**src/rtl/fpga_ps_loader_if.sv**
```systemverilog
// Z80 I/O bus slice seen by the passive-serial loader.
//   master : Z80 side, drives strobes, address bits a7/a6 and write data.
//   slave  : loader side, returns the status byte and its output enable.
interface fpga_ps_loader_if;
  logic       iorq_n;
  logic       rd_n;
  logic       wr_n;
  logic       a6;
  logic       a7;
  logic [7:0] d_in;
  logic [7:0] d_out;
  logic       d_oe;

  modport master (
    output iorq_n, rd_n, wr_n, a6, a7, d_in,
    input  d_out, d_oe
  );

  modport slave (
    input  iorq_n, rd_n, wr_n, a6, a7, d_in,
    output d_out, d_oe
  );
endinterface

```
**src/rtl/fpga_ps_loader.sv**
```systemverilog
// Z80-side passive-serial configuration shifter for the GS FPGA.
// Each byte the Z80 writes to the port is shifted LSB-first onto DATA0 with DCLK.
// Reads of the same port return {busy, overrun, 0000, conf_done, status_n}.
// Ports:
//   clkin, coldres_n   : Z80 clock (rising edge) and async active-low reset
//   bus (slave)        : iorq_n/rd_n/wr_n/a7/a6/d_in in, d_out/d_oe out
//                        (d_out/d_oe are combinational)
//   status_n, conf_done: FPGA status, status_n already synchronous to clkin
//   dclk, data0        : FPGA configuration clock and data
//   busy               : high while a byte is being shifted
module fpga_ps_loader #(
  parameter logic [1:0]  PORT_A76 = 2'b11,
  parameter int unsigned DIV      = 1
) (
  input  logic              clkin,
  input  logic              coldres_n,
  fpga_ps_loader_if.slave   bus,
  input  logic              status_n,
  input  logic              conf_done,
  output logic              dclk,
  output logic              data0,
  output logic              busy
);

  localparam int unsigned CNT_W    = 3;
  localparam int unsigned BYTE_W   = 8;
  localparam logic [CNT_W-1:0] DIV_LAST = CNT_W'(DIV - 1);
  localparam logic [CNT_W-1:0] BIT_LAST = CNT_W'(BYTE_W - 1);

  typedef enum logic [1:0] {
    IDLE = 2'd0,
    LOW  = 2'd1,
    HIGH = 2'd2
  } state_t;

  state_t            state;
  logic [BYTE_W-1:0] shift_q;
  logic [CNT_W-1:0]  bit_cnt;
  logic [CNT_W-1:0]  div_cnt;
  logic              overrun;
  logic              wr_prev;
  logic              rd_prev;

  logic sel;
  logic wr_now;
  logic rd_now;
  logic load;
  logic rd_edge;

  // Port decode and one-shot strobes: one event per bus cycle regardless of length.
  always_comb begin
    sel     = ({bus.a7, bus.a6} == PORT_A76) && !bus.iorq_n;
    wr_now  = sel && !bus.wr_n;
    rd_now  = sel && !bus.rd_n;
    load    = wr_now && !wr_prev;
    rd_edge = rd_now && !rd_prev;
  end

  // Status read path.
  assign bus.d_oe  = rd_now;
  assign bus.d_out = {busy, overrun, 4'b0000, conf_done, status_n};

  // Shifter FSM, strobe history and sticky overrun flag.
  always_ff @(posedge clkin or negedge coldres_n) begin
    if (!coldres_n) begin
      state   <= IDLE;
      shift_q <= '0;
      bit_cnt <= '0;
      div_cnt <= '0;
      overrun <= 1'b0;
      wr_prev <= 1'b0;
      rd_prev <= 1'b0;
      dclk    <= 1'b0;
      data0   <= 1'b0;
      busy    <= 1'b0;
    end else begin
      wr_prev <= wr_now;
      rd_prev <= rd_now;

      // A rejected write outranks a simultaneous read-clear.
      if (load && ((state != IDLE) || !status_n)) begin
        overrun <= 1'b1;
      end else if (rd_edge) begin
        overrun <= 1'b0;
      end

      case (state)
        IDLE: begin
          if (load && status_n) begin
            shift_q <= bus.d_in;
            data0   <= bus.d_in[0];
            busy    <= 1'b1;
            bit_cnt <= '0;
            div_cnt <= '0;
            dclk    <= 1'b0;
            state   <= LOW;
          end
        end

        LOW: begin
          if (!status_n) begin
            // FPGA dropped nSTATUS: stop clocking, keep the shift register.
            state   <= IDLE;
            dclk    <= 1'b0;
            busy    <= 1'b0;
            bit_cnt <= '0;
            div_cnt <= '0;
          end else if (div_cnt == DIV_LAST) begin
            div_cnt <= '0;
            dclk    <= 1'b1;
            state   <= HIGH;
          end else begin
            div_cnt <= div_cnt + CNT_W'(1);
          end
        end

        HIGH: begin
          if (!status_n) begin
            state   <= IDLE;
            dclk    <= 1'b0;
            busy    <= 1'b0;
            bit_cnt <= '0;
            div_cnt <= '0;
          end else if (div_cnt == DIV_LAST) begin
            div_cnt <= '0;
            dclk    <= 1'b0;
            if (bit_cnt == BIT_LAST) begin
              // data0 keeps the last bit while idle.
              busy    <= 1'b0;
              bit_cnt <= '0;
              state   <= IDLE;
            end else begin
              shift_q <= {1'b0, shift_q[BYTE_W-1:1]};
              data0   <= shift_q[1];
              bit_cnt <= bit_cnt + CNT_W'(1);
              state   <= LOW;
            end
          end else begin
            div_cnt <= div_cnt + CNT_W'(1);
          end
        end

        default: begin
          state <= IDLE;
        end
      endcase
    end
  end

endmodule

```
**src/flat_wrapper.sv**
```systemverilog
// flat-port wrapper written by rule: the top's interface ports become plain ports
module fpga_ps_loader_flat 
#(
  parameter logic [1:0]  PORT_A76 = 2'b11,
  parameter int unsigned DIV      = 1
)
  (clkin, coldres_n, status_n, conf_done, dclk, data0, busy, bus_iorq_n, bus_rd_n, bus_wr_n, bus_a6, bus_a7, bus_d_in, bus_d_out, bus_d_oe);
  fpga_ps_loader_if bus_i ();
  input  logic clkin;
  input  logic coldres_n;
  input  logic status_n;
  input  logic conf_done;
  output logic dclk;
  output logic data0;
  output logic busy;
  input wire logic [$bits(bus_i.iorq_n)-1:0] bus_iorq_n;
  input wire logic [$bits(bus_i.rd_n)-1:0] bus_rd_n;
  input wire logic [$bits(bus_i.wr_n)-1:0] bus_wr_n;
  input wire logic [$bits(bus_i.a6)-1:0] bus_a6;
  input wire logic [$bits(bus_i.a7)-1:0] bus_a7;
  input wire logic [$bits(bus_i.d_in)-1:0] bus_d_in;
  output wire logic [$bits(bus_i.d_out)-1:0] bus_d_out;
  output wire logic [$bits(bus_i.d_oe)-1:0] bus_d_oe;
  assign bus_i.iorq_n = bus_iorq_n;
  assign bus_i.rd_n = bus_rd_n;
  assign bus_i.wr_n = bus_wr_n;
  assign bus_i.a6 = bus_a6;
  assign bus_i.a7 = bus_a7;
  assign bus_i.d_in = bus_d_in;
  assign bus_d_out = bus_i.d_out;
  assign bus_d_oe = bus_i.d_oe;
  fpga_ps_loader #(.PORT_A76(PORT_A76), .DIV(DIV)) u_core (.clkin(clkin), .coldres_n(coldres_n), .bus(bus_i), .status_n(status_n), .conf_done(conf_done), .dclk(dclk), .data0(data0), .busy(busy));
endmodule
```
**config.mk**
```make
export PLATFORM = sky130hd
export DESIGN_NAME = fpga_ps_loader_flat
export DESIGN_NICKNAME = d
export VERILOG_FILES = /design/src/rtl/fpga_ps_loader_if.sv /design/src/rtl/fpga_ps_loader.sv /design/src/flat_wrapper.sv
export SDC_FILE = /design/constraint.sdc
export NUM_CORES = 1
export LEC_CHECK = 0
export BUFFER_PORTS_ARGS = -buffer_cell sky130_fd_sc_hd__clkbuf_2
export CORE_MARGIN = 2
export CORE_UTILIZATION = 53
export DETAILED_ROUTE_END_ITERATION = 10
export PLACE_DENSITY = 0.77
export SLEW_MARGIN = 10
export SYNTH_ARGS = -nofsm -noshare
export SYNTH_HDL_FRONTEND = slang
export SYNTH_SLANG_ARGS = --single-unit
```
**constraint.sdc**
```tcl
create_clock -name clkin -period 2.3 [get_ports clkin]
set_input_delay 0.23 -clock clkin [delete_from_list [all_inputs] [get_ports clkin]]
set_output_delay 0.23 -clock clkin [all_outputs]
set_load 0.01 [all_outputs]
```
==> results of run 1 <==
-- layout make-up --
class	instances	share of cell area, %
repair buffers	27	10.6
clock inverters	1	0.353
flip-flops and latches	21	37.0
inverters	9	2.38
clock buffers	3	1.59
well taps	28	2.47
multi-input cells	78	45.6
-- per-layer routing --
layer | up-vias | global-route usage (%) | wire (microns)
met5 | - | 0 | 0
met4 | 0 | 8.12 | 51
met3 | 11 | 5.93 | 150
met2 | 44 | 36.0 | 1300
met1 | 473 | 24.4 | 1020
li1 | 450 | - | -
-- power breakdown --
group	internal, uW	switching [uW]
Sequential	481	65.6
Clock	65.2	121
Combinational	298	314
-- sequential cells by signal (all words and copies together), names as in the netlist --
name            count
u_core.shift_q      8
u_core.bit_cnt      3
u_core.div_cnt      3
u_core.state        2
u_core.busy         1
u_core.dclk         1
u_core.overrun      1
u_core.rd_prev      1
u_core.wr_prev      1
-- cell families after synthesis --
kind of cell	Yosys count
AOI/OAI and AO/OA	21
adders and majority gates	8
buffers and inverters	20
DFF	21
muxes	20
other	1
and+or+nand+nor	25
-- cells in the final DEF, fill, tap and decap left out, drive strengths merged, types with 5 or more instances in the layout --
| master | instances |
|---|---|
| clkbuf | 25 |
| dfrtp | 21 |
| ha | 8 |
| inv | 9 |
| mux2 | 19 |
| nand2 | 8 |
| nor2 | 5 |
| o21ai | 8 |
-- critical path, stage by stage (launching register included) --
cell and delay [ps]:
dfrtp_1 440, inv_1 90, ha_1 170, nor2b_1 240, nand4b_1 180, a21oi_4 320
mux2_2 380
-- final timing paths --
check / from / end / slack (ps) / depth (start not counted)
hold / removal: bus_rd_n / u_core.rd_prev$_DFF_PN0_ / 80 / 2
hold reg to reg: u_core.rd_prev$_DFF_PN0_ / u_core.overrun$_DFFE_PN0P_ / 480 / 2
setup / recovery: u_core.div_cnt[0]$_DFFE_PN0P_ / u_core.shift_q[5]$_DFFE_PN0P_ / 370 / 6
max in group asynchronous: coldres_n / u_core.wr_prev$_DFF_PN0_ / 1540 / 2
min in group asynchronous: coldres_n / u_core.div_cnt[1]$_DFFE_PN0P_ / 400 / 2
setup reg to reg: u_core.div_cnt[0]$_DFFE_PN0P_ / u_core.shift_q[5]$_DFFE_PN0P_ / 370 / 6
-- metrics by stage --
| step | cell area (sq um) | util (%) | hold slack, ps | cells |
|---|---|---|---|---|
| floorplan | 1280 | - | -65.6 | 119 |
| global placement | 1380 | 61.8 | 224 | 162 |
| detailed placement | 1380 | 61.8 | 230 | 162 |
| CTS | 1420 | 63.5 | 75.9 | 167 |
| global route | 1420 | 63.5 | 71.8 | 167 |
| finish | 1420 | 63.5 | 80.0 | 167 |
-- timing repair --
action	CTS	global route
setup endpoints to repair	0	0
hold buffers	1	0
endpoints found under the hold margin	21	0
gates resized for setup	0	0
==> reports/metrics.yaml, run 1 <==
cts:
  cts_sinks: 21
  clockBufferDepth: 2
  clk_latency_ps: 320
  clkSlewWorstSetupHoldPaths_ps: 130
  cts_root_buf: "clkbuf_4"
  numCtsBuffers: 3
  postCtsSetupRepairBufs: 0
  cts_tree: "yes"
  htree_levels: 1
timing:
  period_minus_slack_ps: 1930
  rsz0062_at_grt: "false"
  fin_worst_skew_ps: 10.7
  finalHoldViolations: 0
  fin_tns_setup_ps: 0
  relSlewSlack_pct: 64.7
  period_share_pct: 84.0
  final-setup-viol-count: 0
  worstMarginPinSlew_ps: 529
  max_freq_mhz: 518
  drv_slew: 0
  postLayoutSetupSlackWorst_ps: 368
final_layout:
  drive_gt1_share_pct: 36.7
  multi_input_area_sq_um: 647
  seq_area_sq_um: 526
  synthToLayoutAreaGrowth_pct: 11.4
  diodes: 0
  layout.nets: 165
  fillerInstances: 183
global_routing:
  grt_pass1_wl_microns: 4200
  grt_usage_pct: 20.9
  grt_start_max_net_pins: 22
  overflow: 0
  grt_pass1_vias: 957
  antenna_found_initial: 0
route:
  detail-route-antenna-nets: 0
  drc: 0
  post_drt_wl_per_cell_microns: 15.1
  vias: 978
  drtPass1Iterations: 4
  vias_per_cell: 5.86
  first_iter_violations: 34
  drt-total-wl_microns: 2520
floorplan:
  start_util_pct: 57.0
  die_h_microns: 53.0
  die_x_microns: 53.0
  io_pins: 29
  row_count: 17
  fp.dieArea_sq_mm: 0.00281
  core_sq_mm: 0.00223
synth:
  synth_most_common_cell: "dfrtp_1"
  yosys-mux-area-fraction_pct: 18.5
  synth_compound_area_share_pct: 12.1
  synth_commonest_cells: "dfrtp_1, mux2_2, inv_1"
  yosysWarnings: 0
  synth_top_family_by_area: "multiplexers"
  yosysTopAreaCellShare_pct: 41.3
  synth_xor_area_share_pct: 0
  avgSynthCellArea_sq_um: 11.0
  syn_area_sq_mm: 0.00127
  ys.flop_type: "dfrtp_1"
  synthSimpleGateAreaFrac_pct: 11.2
  synth-seq-area-share_pct: 41.3
  synth_fa_ha_area_share_pct: 7.86
  synth.largest_area_cell: "dfrtp_1"
  postSynthCellCount: 116
  synth_seq_cells: 21
  synth-edff-count: 0
  ys_types: 30
  synthArstFlopShare_pct: 100
  synth_area_leaders: "dfrtp_1, mux2_2, ha_1, buf_4, mux2_4"
critical_path:
  cp_max_fo: 8
  crit_type: "flop to flop"
  required_ps: 2510
  start_kind: "flop"
  cp.arrival_ps: 2140
  endpoint_kind: "flop"
power:
  p_leak_uw: 0.000705
  ir_worst_vdd_v: 0.000731
  powerDensity_mw_per_mm2: 948
  fin_total_pwr_uw: 1350
placed_design:
  place_ws_ps: 413
  port_buffers: 22
  place_congestion: 0.793
  hpwl_microns: 1890
outcome:
  status: "complete, no violations"
job:
  drv_cap: 0
hold_path:
  hp-class: "input pin to flop"
No activity file was read; power rests on OpenSTA's default activity.
==> run 2: changes to the inputs <==
clock period = 1.9 ns   (was 2.3 ns; I/O delays follow)
==> run 2 against run 1 <==
Net effect:
- count of clock-buffer cells in the layout rose by 1
- sequential power rose by 20%
- sequential cell count did not move
- core utilization rose by 2.1 points
- setup slack got worse by 260 ps
- first-iteration DRC count fell by 50%
- cell count rose by 2.4%
- hold slack got worse by 9.9 ps
- sequential share of layout area fell by 1.2 points
- critical path type unchanged
- largest cell class unchanged
- highest routed layer unchanged
==> reports/metrics.yaml, run 2 (synthesis gave the netlist of run 1 again) <==
outcome:
  status: "complete, no violations"
route:
  first_iter_violations: 17
  vias: 942
  post_drt_wl_per_cell_microns: 14.1
  drc: 0
  vias_per_cell: 5.51
  drt-total-wl_microns: 2410
  detail-route-antenna-nets: 0
  drtPass1Iterations: 4
critical_path:
  crit_path_end: "u_core.shift_q[5]$_DFFE_PN0P_"
  cp_num_buf_inv: 1
  ff2ff_path_depth: 6
  critical_path.top_delay_family: "adder cells"
  path_common_cell: "ha_1"
  start_kind: "flop"
  r2r-end: "u_core.shift_q[5]$_DFFE_PN0P_"
  rr_startpoint: "u_core.bit_cnt[0]$_DFFE_PN0P_"
  crit_slowest_cell: "dfrtp_1"
  cp.arrival_ps: 1990
  path_cells: "ha_1, ha_1, nand4b_1, a21oi_4, buf_12, mux2_2"
  cp.depth: 6
  endpoint_kind: "flop"
  crit_type: "flop to flop"
  required_ps: 2100
  critPathLaunch: "u_core.bit_cnt[0]$_DFFE_PN0P_"
  cp_max_fo: 8
  cpPeakStageDelay_ps: 400
  rrSetupSlack_ps: 100
timing:
  period_share_pct: 94.5
  final-setup-viol-count: 0
  finalHoldViolations: 0
  relSlewSlack_pct: 65.4
  drv_slew: 0
  max_freq_mhz: 557
  hold_ws_ps: 70.1
  fin_worst_skew_ps: 6.91
  worstMarginPinSlew_ps: 519
  rsz0062_at_grt: "false"
  period_minus_slack_ps: 1800
  fin_tns_setup_ps: 0
final_layout:
  diodes: 0
  drive_gt1_share_pct: 38.5
  synthToLayoutAreaGrowth_pct: 15.1
  largest_reg_flops: 8
  final_common_cell: "clkbuf_2"
  layout.nets: 169
  layout_common_cells: "clkbuf_2, dfrtp_1, mux2_2"
  instances_no_fill: 171
  fillerInstances: 188
  largestRegisters: "u_core.shift_q (8), u_core.bit_cnt (3), u_core.div_cnt (3)"
  regMostFlops: "u_core.shift_q"
  fin_area_sq_mm: 0.00147
cts:
  clockBufferDepth: 2
  numCtsBuffers: 3
  htree_levels: 1
  cts_sinks: 21
  cts_tree: "yes"
  clkSlewWorstSetupHoldPaths_ps: 120
  clk_latency_ps: 300
  cts_root_buf: "clkbuf_4"
placed_design:
  port_buffers: 22
  hpwl_microns: 1870
  post_dp_cell_area_sq_mm: 0.00140
  placed_cells: 164
  place_congestion: 0.841
global_routing:
  overflow: 0
  grt_pass1_wl_microns: 3930
  grt_start_max_net_pins: 22
  grt_pass1_vias: 870
  grt_usage_pct: 19.2
  antenna_found_initial: 0
power:
  powerDensity_mw_per_mm2: 1170
  ir_worst_vdd_v: 0.000699
  p_leak_uw: 0.000732
  fin_total_pwr_uw: 1710
floorplan:
  die_h_microns: 53.0
  die_x_microns: 53.0
  row_count: 17
  fp.dieArea_sq_mm: 0.00281
  io_pins: 29
  core_sq_mm: 0.00223
  start_util_pct: 57.0
hold_path:
  hp-class: "input pin to flop"
  whs_path_depth: 2
job:
  drv_cap: 0
## run 2: cell count changes in the layout (fill, tap and decap cells not counted), sizes merged
cell,before,now
clkinv,1,0
buf,4,8
clkbuf,25,26
## run 2: per-layer routing
layer	vias up	global-route usage [%]	part of all wire [%]
met5	-	0	0
met4	0	5.13	0.54
met3	2	3.67	4.0
met2	18	32.7	49
met1	463	24.9	46
li1	459	-	-
## run 2: how the worst min path moves through the flow
stage	startpoint	end	slack, ps
floorplan	coldres_n	u_core.bit_cnt[0]$_DFFE_PN0P_	-110
global placement	coldres_n	u_core.busy$_DFFE_PN0P_	180
detailed placement	coldres_n	u_core.busy$_DFFE_PN0P_	200
CTS	bus_rd_n	u_core.rd_prev$_DFF_PN0_	70
global route	bus_rd_n	u_core.rd_prev$_DFF_PN0_	70
finish	bus_rd_n	u_core.rd_prev$_DFF_PN0_	70
## run 2: timing repair
item | CTS | global route
hold buffers | 1 | 0
endpoints found under the setup margin | 0 | 8
resized for setup | 0 | 2
setup buffers | 0 | 2
hold endpoints to repair | 21 | 0
## run 2: area by class of cell
class	count	area (sq um)	area share [%]
timing repair buffer	31	193	13.1
tap	28	35.0	2.39
sequential	21	526	35.8
multi-input combinational	78	653	44.5
inverter	9	33.8	2.30
clock buffer	4	26.3	1.79
## run 2: power breakdown
part           internal [uW]  total (uW)  switching [uW]
logic                    440         841             401
registers                583         658            75.5
clock network           81.6         214             133
## run 2: worst register-to-register path: cells and delay by family (launching register included)
kind,cells,cell delay (ps)
muxes,1,340
and+or+nand+nor,1,230
adders and majority gates,2,420
AOI/OAI and AO/OA,1,180
buffers and inverters,1,140
DFF,1,400
## run 2: per-stage QoR
step / setup WS (ps) / utilization [%]
after floorplan: 128 / -
after global placement: 89.0 / 62.5
after detailed placement: 19.2 / 62.5
after CTS: 1.55 / 64.1
after global routing: 29.9 / 65.7
final: 104 / 65.7
==> run 3: changes to the inputs <==
--- a/config.mk
+++ b/config.mk
@@ -8,2 +8,3 @@
 export BUFFER_PORTS_ARGS = -buffer_cell sky130_fd_sc_hd__clkbuf_2
+export CAP_MARGIN = 20
 export CORE_MARGIN = 2
==> constraint.sdc (replaced) <==
create_clock -name clkin -period 1.9 [get_ports clkin]
set_input_delay 0.285 -clock clkin [delete_from_list [all_inputs] [get_ports clkin]]
set_output_delay 0.285 -clock clkin [all_outputs]
set_load 0.01 [all_outputs]
==> run 3 against run 2 <==
Net effect:
- routed wire length grew 1.6%
- via count increased by 0.21%
- critical path depth is the same
- combinational power up 5.0%
- cell count unchanged
- critical path type unchanged
- largest cell class unchanged
==> reports/metrics.yaml, run 3 (synthesis gave the netlist of run 1 again) <==
cts:
  cts_tree: "yes"
  clk_latency_ps: 310
  clkSlewWorstSetupHoldPaths_ps: 120
  cts_sinks: 21
  htree_levels: 1
  clockBufferDepth: 2
  cts_root_buf: "clkbuf_4"
  numCtsBuffers: 3
final_layout:
  largest_reg_flops: 8
  synthToLayoutAreaGrowth_pct: 16.5
  layout_common_cells: "clkbuf_2, dfrtp_1, mux2_2"
  largestRegisters: "u_core.shift_q (8), u_core.bit_cnt (3), u_core.div_cnt (3)"
  regMostFlops: "u_core.shift_q"
  layout.nets: 169
  instances_no_fill: 171
  final_common_cell: "clkbuf_2"
  diodes: 0
  drive_gt1_share_pct: 39.9
timing:
  relSlewSlack_pct: 65.2
  worstMarginPinSlew_ps: 522
  finalHoldViolations: 0
  max_freq_mhz: 552
  period_minus_slack_ps: 1810
  fin_worst_skew_ps: 1.24
  drv_slew: 0
  period_share_pct: 95.4
  final-setup-viol-count: 0
power:
  seqPwrFrac_pct: 37.5
  p_sw_uw: 628
  clkPwrFrac_pct: 12.6
  pwr-share-comb_pct: 49.9
  p_int_uw: 1140
  powerDensity_mw_per_mm2: 1190
  ir_worst_vdd_v: 0.000764
  swShare_pct: 35.5
  p_leak_uw: 0.000744
  fin_total_pwr_uw: 1770
floorplan:
  start_util_pct: 57.0
  die_h_microns: 53.0
  core_sq_mm: 0.00223
  die_x_microns: 53.0
  fp.dieArea_sq_mm: 0.00281
  row_count: 17
  io_pins: 29
global_routing:
  grt_start_max_net_pins: 22
  grt_pass1_wl_microns: 3950
  grt_usage_pct: 19.8
  antenna_found_initial: 0
  overflow: 0
  grt_pass1_vias: 920
placed_design:
  hpwl_microns: 1800
  placed_cells: 164
  place_congestion: 0.855
  port_buffers: 22
critical_path:
  required_ps: 2110
  crit_type: "flop to flop"
  endpoint_kind: "flop"
  cp_max_fo: 8
  start_kind: "flop"
  cp.arrival_ps: 2020
route:
  first_iter_violations: 14
  detail-route-antenna-nets: 0
  drt-total-wl_microns: 2450
  vias_per_cell: 5.52
  post_drt_wl_per_cell_microns: 14.3
  vias: 944
  drtPass1Iterations: 4
  drc: 0
job:
  drv_cap: 0
hold_path:
  hp-class: "input pin to flop"
outcome:
  status: "complete, no violations"
-- run 3: cell type report --
cell class | instances | area [sq um]
multi-input cells | 78 | 671
flip-flops and latches | 21 | 526
fillers | 180 | 749
well taps | 28 | 35.0
inverters | 9 | 33.8
clock buffers | 4 | 26.3
repair buffers | 31 | 193
-- run 3: routing by layer --
layer	wire length, microns	GRT usage (%)
met1	1060	24.0
met2	1290	34.6
met5	0	0
met4	30	8.97
met3	67	2.54
-- run 3: worst paths after layout --
check,startpoint,to,slack [ps],cells past startpoint
worst max-delay path,u_core.bit_cnt[0]$_DFFE_PN0P_,u_core.shift_q[5]$_DFFE_PN0P_,90,6
worst min-delay path,bus_rd_n,u_core.rd_prev$_DFF_PN0_,150,2
worst max register to register,u_core.bit_cnt[0]$_DFFE_PN0P_,u_core.shift_q[5]$_DFFE_PN0P_,90,6
worst min register to register,u_core.rd_prev$_DFF_PN0_,u_core.overrun$_DFFE_PN0P_,490,2
max in group asynchronous,coldres_n,u_core.div_cnt[2]$_DFFE_PN0P_,1090,2
min in group asynchronous,coldres_n,u_core.busy$_DFFE_PN0P_,460,2
-- run 3: worst max-delay path: stages (launching register included) --
cell and delay [ps]:
dfrtp_1 400, ha_1 210, ha_2 190, nand4b_1 230
a21oi_4 210, buf_12 140, mux2_2 330
-- run 3: power by group through the flow --
stage / Combinational (uW) / Clock, uW / Sequential (uW)
finish: 883 / 223 / 662
detailed placement: 772 / 0 / 670
CTS: 777 / 226 / 663
global route: 964 / 245 / 682
floorplan: 597 / 0 / 660
global placement: 740 / 0 / 659
-- run 3: per-stage QoR --
stage	TNS, ps	hold WS, ps	worst slack [ps]	area (sq um)	utilization (%)
floorplan	0	-10.6	128	1280	-
global placement	0	280	29.2	1400	62.5
detailed placement	-372	292	-56.7	1400	62.5
CTS	0	144	7.95	1440	64.3
finish	0	153	87.1	1480	66.4
global route	-9.55	133	-9.55	1480	66.4
-- run 3: repair_timing --
item	4_1_cts	5_1_grt
gates cloned	0	0
gates resized for setup	1	6
endpoints found under the hold margin	21	0
endpoints found under the setup margin	8	9
hold buffers	1	0
buffers inserted	0	2
pin swaps	1	1
